===== src/rtl/cache_pkg.sv =====
// -----------------------------------------------------------------------------
// cache_pkg
// Shared definitions for the cache miss fill engine: block geometry, the fill
// FSM state type, cache-select encodings and a block-base helper.
// -----------------------------------------------------------------------------
package cache_pkg;

    localparam int ADDR_W            = 16;
    localparam int DATA_W            = 16;
    localparam int WORDS_PER_BLOCK   = 8;
    localparam int BLOCK_OFFSET_BITS = 4;

    localparam logic SEL_ICACHE = 1'b0;
    localparam logic SEL_DCACHE = 1'b1;

    typedef enum logic [1:0] {
        IDLE = 2'd0,
        FILL = 2'd1,
        DONE = 2'd2
    } fill_state_t;

    // Clears the byte offset so the address points at the start of its block.
    function automatic logic [ADDR_W-1:0] block_base(input logic [ADDR_W-1:0] addr);
        return {addr[ADDR_W-1:BLOCK_OFFSET_BITS], {BLOCK_OFFSET_BITS{1'b0}}};
    endfunction

endpackage


===== src/rtl/fill_counter.sv =====
// -----------------------------------------------------------------------------
// fill_counter
// 4-bit up-counter with enable, synchronous clear and a terminal-count flag.
//
// Ports:
//   clk      in   clock
//   rst_n    in   asynchronous active-low reset
//   en       in   increment when high
//   clr      in   synchronous clear (wins over en)
//   count    out  current count
//   tc       out  high while count == TC_VALUE
// -----------------------------------------------------------------------------
module fill_counter #(
    parameter logic [3:0] TC_VALUE = 4'd8
) (
    input  logic       clk,
    input  logic       rst_n,
    input  logic       en,
    input  logic       clr,
    output logic [3:0] count,
    output logic       tc
);

    always_ff @(posedge clk or negedge rst_n) begin
        if (!rst_n) begin
            count <= 4'd0;
        end else if (clr) begin
            count <= 4'd0;
        end else if (en) begin
            count <= count + 4'd1;
        end
    end

    assign tc = (count == TC_VALUE);

endmodule


===== src/rtl/cache_miss_fill_fsm.sv =====
// -----------------------------------------------------------------------------
// cache_miss_fill_fsm
// Memory-side responder for I-cache and D-cache misses. Arbitrates concurrent
// misses (D first), streams one 8-word block from pipelined main memory into
// the selected cache data array, then writes the tag for one cycle.
//
// Ports:
//   clk, rst_n        clock, asynchronous active-low reset
//   i_miss/_addr      I-cache miss request and byte address
//   d_miss/_addr      D-cache miss request and byte address
//   mem_en/mem_addr   one word read request per cycle
//   mem_data_valid    returned word strobe, mem_data returned word
//   fill_we           data array write, fill_word index, fill_data word
//   fill_sel          target cache (0 = I, 1 = D), fill_addr block base
//   tag_we            one-cycle tag/valid write for fill_addr
//   i_stall, d_stall  stage stalls
//
// State | meaning
// IDLE  | waiting for a miss; latches base and sel on acceptance
// FILL  | issuing 8 reads and writing returned words
// DONE  | tag/valid write, counters cleared
// -----------------------------------------------------------------------------
import cache_pkg::*;

module cache_miss_fill_fsm (
    input  logic              clk,
    input  logic              rst_n,
    input  logic              i_miss,
    input  logic [ADDR_W-1:0] i_miss_addr,
    input  logic              d_miss,
    input  logic [ADDR_W-1:0] d_miss_addr,
    output logic              mem_en,
    output logic [ADDR_W-1:0] mem_addr,
    input  logic              mem_data_valid,
    input  logic [DATA_W-1:0] mem_data,
    output logic              fill_we,
    output logic              fill_sel,
    output logic [2:0]        fill_word,
    output logic [ADDR_W-1:0] fill_addr,
    output logic [DATA_W-1:0] fill_data,
    output logic              tag_we,
    output logic              i_stall,
    output logic              d_stall
);

    fill_state_t       state, state_nxt;
    logic [ADDR_W-1:0] base_q, base_nxt;
    logic              sel_q, sel_nxt;

    logic [3:0] issue_cnt, recv_cnt;
    logic       issue_done, recv_last;
    logic       issue_en, recv_en, cnt_clr;
    logic       busy;

    fill_counter #(.TC_VALUE(4'(WORDS_PER_BLOCK))) u_issue_cnt (
        .clk   (clk),
        .rst_n (rst_n),
        .en    (issue_en),
        .clr   (cnt_clr),
        .count (issue_cnt),
        .tc    (issue_done)
    );

    fill_counter #(.TC_VALUE(4'(WORDS_PER_BLOCK - 1))) u_recv_cnt (
        .clk   (clk),
        .rst_n (rst_n),
        .en    (recv_en),
        .clr   (cnt_clr),
        .count (recv_cnt),
        .tc    (recv_last)
    );

    always_ff @(posedge clk or negedge rst_n) begin
        if (!rst_n) begin
            state  <= IDLE;
            base_q <= '0;
            sel_q  <= SEL_ICACHE;
        end else begin
            state  <= state_nxt;
            base_q <= base_nxt;
            sel_q  <= sel_nxt;
        end
    end

    always_comb begin
        state_nxt = state;
        base_nxt  = base_q;
        sel_nxt   = sel_q;
        issue_en  = 1'b0;
        recv_en   = 1'b0;
        cnt_clr   = 1'b0;
        mem_en    = 1'b0;
        mem_addr  = '0;
        fill_we   = 1'b0;
        fill_word = 3'd0;
        tag_we    = 1'b0;

        unique case (state)
            IDLE: begin
                // D wins a tie: it belongs to the older instruction.
                if (d_miss) begin
                    state_nxt = FILL;
                    sel_nxt   = SEL_DCACHE;
                    base_nxt  = block_base(d_miss_addr);
                end else if (i_miss) begin
                    state_nxt = FILL;
                    sel_nxt   = SEL_ICACHE;
                    base_nxt  = block_base(i_miss_addr);
                end
            end
            FILL: begin
                if (!issue_done) begin
                    mem_en   = 1'b1;
                    mem_addr = base_q + {{(ADDR_W-5){1'b0}}, issue_cnt, 1'b0};
                    issue_en = 1'b1;
                end
                // recv_cnt[3] guards against writes past the last word.
                if (mem_data_valid && !recv_cnt[3]) begin
                    fill_we   = 1'b1;
                    fill_word = recv_cnt[2:0];
                    recv_en   = 1'b1;
                    if (recv_last) begin
                        state_nxt = DONE;
                    end
                end
            end
            DONE: begin
                tag_we    = 1'b1;
                cnt_clr   = 1'b1;
                state_nxt = IDLE;
            end
            default: begin
                state_nxt = IDLE;
            end
        endcase
    end

    assign busy      = (state != IDLE);
    assign fill_sel  = sel_q;
    assign fill_addr = base_q;
    assign fill_data = mem_data;
    assign i_stall   = i_miss | (busy & (sel_q == SEL_ICACHE));
    assign d_stall   = d_miss | (busy & (sel_q == SEL_DCACHE));

endmodule

===== config.mk =====
export PLATFORM = sky130hd
export DESIGN_NAME = cache_miss_fill_fsm
export DESIGN_NICKNAME = d
export VERILOG_FILES = /design/src/rtl/cache_pkg.sv /design/src/rtl/fill_counter.sv /design/src/rtl/cache_miss_fill_fsm.sv
export SDC_FILE = /design/constraint.sdc
export NUM_CORES = 1
export LEC_CHECK = 0
export CORE_MARGIN = 3
export CORE_UTILIZATION = 37
export CTS_BUF_LIST = sky130_fd_sc_hd__clkbuf_2 sky130_fd_sc_hd__clkbuf_4 sky130_fd_sc_hd__clkbuf_8
export DETAILED_ROUTE_END_ITERATION = 7
export PLACE_DENSITY = 0.84
export REMOVE_ABC_BUFFERS = 1
export SLEW_MARGIN = 10
export SYNTH_ARGS = -nofsm -noshare
export SYNTH_HDL_FRONTEND = slang
export SYNTH_SLANG_ARGS = --single-unit
export TNS_END_PERCENT = 10

===== constraint.sdc =====
create_clock -name clk -period 2 [get_ports clk]
set_clock_uncertainty 0.15 [all_clocks]
set_input_delay 0.2 -clock clk [delete_from_list [all_inputs] [get_ports clk]]
set_output_delay 0.2 -clock clk [all_outputs]
set_load 0.01 [all_outputs]

==> summary.md <==
| Metric | Value |
|---|---|
| Final Util | 61.0% |
| Fill count | 375 |
| #FFs+latches synth | 23 |
| Post-Syn Area | 0.00164 mm^2 |
| H-tree level count | 1 |
| P per Cell Area | 1440 mW/mm^2 |
| Gp weighted congestion | 0.816 |
| Worst EP arrival | 1930 ps |
| Synth top area share | 35.1% |
| Port buffer count | 64 |
| Wire length per cell | 15.6 um |
| Clk Tree Root Cell | clkbuf_8 |
| Vias per cell | 5.23 |
| Vias in the first global route | 1,644 |
| Non-Filler Cell Area, Final | 0.00253 mm^2 |
| Kind of critical path | reg -> out |
| Max Slew Vio Count | 0 |
| Share of cells above drive strength 1 | 36.2% |
| Placed cells | 296 |
| Max stage delay on crit path | 480 ps |
| Layout Cells excl Fill | 304 |
| Initial antenna violation count | 0 |
| Worst vdd ir | 668 uV |
| Sequential area share after synthesis | 35.1% |
| Routed Antenna Nets | 0 |
| Total Wirelength | 4740 um |
| Met2 routed wirelength | 2220 um |
| Failing checks | negative setup slack |
| Final Critical Period | 2280 ps |
| Final period utilization | 114% |
| Syn. warnings | 0 |
| Unique masters post-synth | 40 |
| Worst slack at placement | -328 ps |
| Met3 wire len | 527 um |
| Hold Slack | 147 ps |
| All-Layer GR Usage | 17.7% |
| Crit path max fanout | 3 |
| Die Span X | 72.6 um |
| Commonest non-fill, non-tap cells in the layout | 43 x clkdlybuf4s50_1, 35 x buf_4, 22 x dfrtp_1 |
| Drc violations | 0 |
| Layout area overhead | 54.1% |
| CTS Buf Count | 3 |
| Die area | 0.00527 mm^2 |
| Hold Crit Class | in -> async |
| Final setup vio count | 8 |
| Final hold violations | 0 |
| Largest net degree at the start of global routing | 24 |
| Synth area leader | dfrtp_1 |
| Avg Inst Size Synth | 9.59 um^2 |
| Max clock buf depth | 2 |
| Clock slew seen by the registers of the worst setup and hold paths | 90 ps |
| Commonest register cell after synthesis | dfrtp_1 |
| Fmax | 438 MHz |
| Placed cell area | 0.00244 mm^2 |
| First-pass GRT wire length | 7580 um |
| RSZ-0062 raised after global routing | true |
| Metal-1 WL | 1970 um |
| First DRT Iteration DRCs | 63 |
| Gr ovfl total | 0 |
| TritonCTS clock tree | done |
| Cell leakage power | 1.16 nW |
| Top layer in use | met4 |
| # Max-Cap Violations | 0 |
| CP required | 1650 ps |
| Die Height | 72.6 um |
| Most common cell after layout, fill and taps aside | clkdlybuf4s50_1 |
| Fin nets | 313 |
| Row Count | 23 |
| Number of flops mapped to enable cells by yosys | 0 |
| Cells after synthesis | 171 |
| DP HPWL | 3510 um |
| Clock Sinks | 23 |
| Critical-path top delay cell | or4_4 |
| DR pass1 iterations | 4 |
| Main area contributors after synthesis | dfrtp_1 35%, mux2_2 14%, buf_4 9.6% |
| Starting density of the core | 39.6% |
| Outcome | finished, violations left |
| N_diodes | 0 |
| CORE AREA | 0.00414 mm^2 |
| # IOs | 110 |
| DR vias | 1,590 |
| CP cell instances | ha_2, nand4_1, buf_4, or4_4, a21oi_2, buf_2 |
| Clock latency on the worst-skew pair | 260 ps |
| Ys async rst share | 100% |
| Fin worst setup slack | -283 ps |
| Crit path launch type | register |
| Worst Setup End Kind | primary output |
## synthesized netlist by cell type, drive strengths merged, types with 3 or more instances
cell / n
dfrtp: 23
and2: 5
inv: 8
ha: 5
o31ai: 5
buf: 24
nand2: 11
nor2: 8
or4: 4
nand3: 5
a21oi: 8
o21ai: 7
nand4: 3
or3: 3
mux2: 21
mux2i: 7
## flip-flops by register name, indices dropped and copies added (netlist names)
register and cells:
fill_addr 12, u_issue_cnt.count 4, u_recv_cnt.count 4, state 2
fill_sel 1
## worst max-delay path: cells and delay by family (launching register included)
family / cells / cell delay (ps)
AOI/OAI and AO/OA: 1 / 120
adders and majority gates: 1 / 190
buffers and inverters: 2 / 330
DFF: 1 / 400
and+or+nand+nor: 2 / 640
## layout make-up
type / instances / area [um^2] / area share, %
Multi-Input combinational cell: 118 / 925 / 36.6
Timing Repair Buffer: 101 / 885 / 35.0
Sequential cell: 23 / 577 / 22.8
Tap cell: 50 / 62.6 / 2.48
Clock buffer: 4 / 48.8 / 1.93
Inverter: 8 / 30.0 / 1.19
## worst paths after layout
| check | start | to | slack (ps) | cells after the start |
|---|---|---|---|---|
| min in group clk | mem_data[0] | fill_data[0] | 250 | 0 |
| min reg2reg | u_recv_cnt.count[3] | u_recv_cnt.count[3] | 360 | 1 |
| max reg2reg | u_issue_cnt.count[1] | u_issue_cnt.count[3] | 310 | 8 |
| max in group asynchronous | rst_n | state[0] | 1290 | 2 |
| max | fill_addr[4] | mem_addr[15] | -280 | 6 |
| min | rst_n | u_issue_cnt.count[1] | 150 | 2 |
## cell families after synthesis
logic type,count (synthesis),synth area share (%)
and+or+nand+nor,50,17.3
AOI/OAI and AO/OA,26,9.92
muxes,28,18.7
adders and majority gates,5,3.81
buffers and inverters,34,12.8
DFF,23,35.1
other,1,0.229
xor gates and xnor gates,4,2.14
## through the flow
step / TNS [ps] / total power [W]
final: -1280 / 0.00365
after global routing: -2010 / 0.00391
after floorplan: 0 / 0.00193
after CTS: -1480 / 0.00362
after detailed placement: -2150 / 0.00340
after global placement: -1680 / 0.00334
## what timing repair did
action,4_1_cts,5_1_grt
resized for setup,47,22
pin swaps,5,5
setup endpoints to repair,20,17
buffers inserted,4,0
hold buffers,0,0
## routing by layer
layer / vias up / track usage, %
met5: - / 4.04
met4: 0 / 2.66
met3: 4 / 6.61
met2: 92 / 29.4
met1: 748 / 22.2
li1: 746 / -
## power breakdown
| part | total (W) | switching [W] | internal (W) |
|---|---|---|---|
| Combinational | 0.00240 | 0.00106 | 0.00134 |
| Sequential | 0.000940 | 0.000244 | 0.000696 |
| Clock | 0.000306 | 0.000150 | 0.000156 |
| Total | 0.00365 | 0.00146 | 0.00219 |
Power figures use the tool's default switching activity.
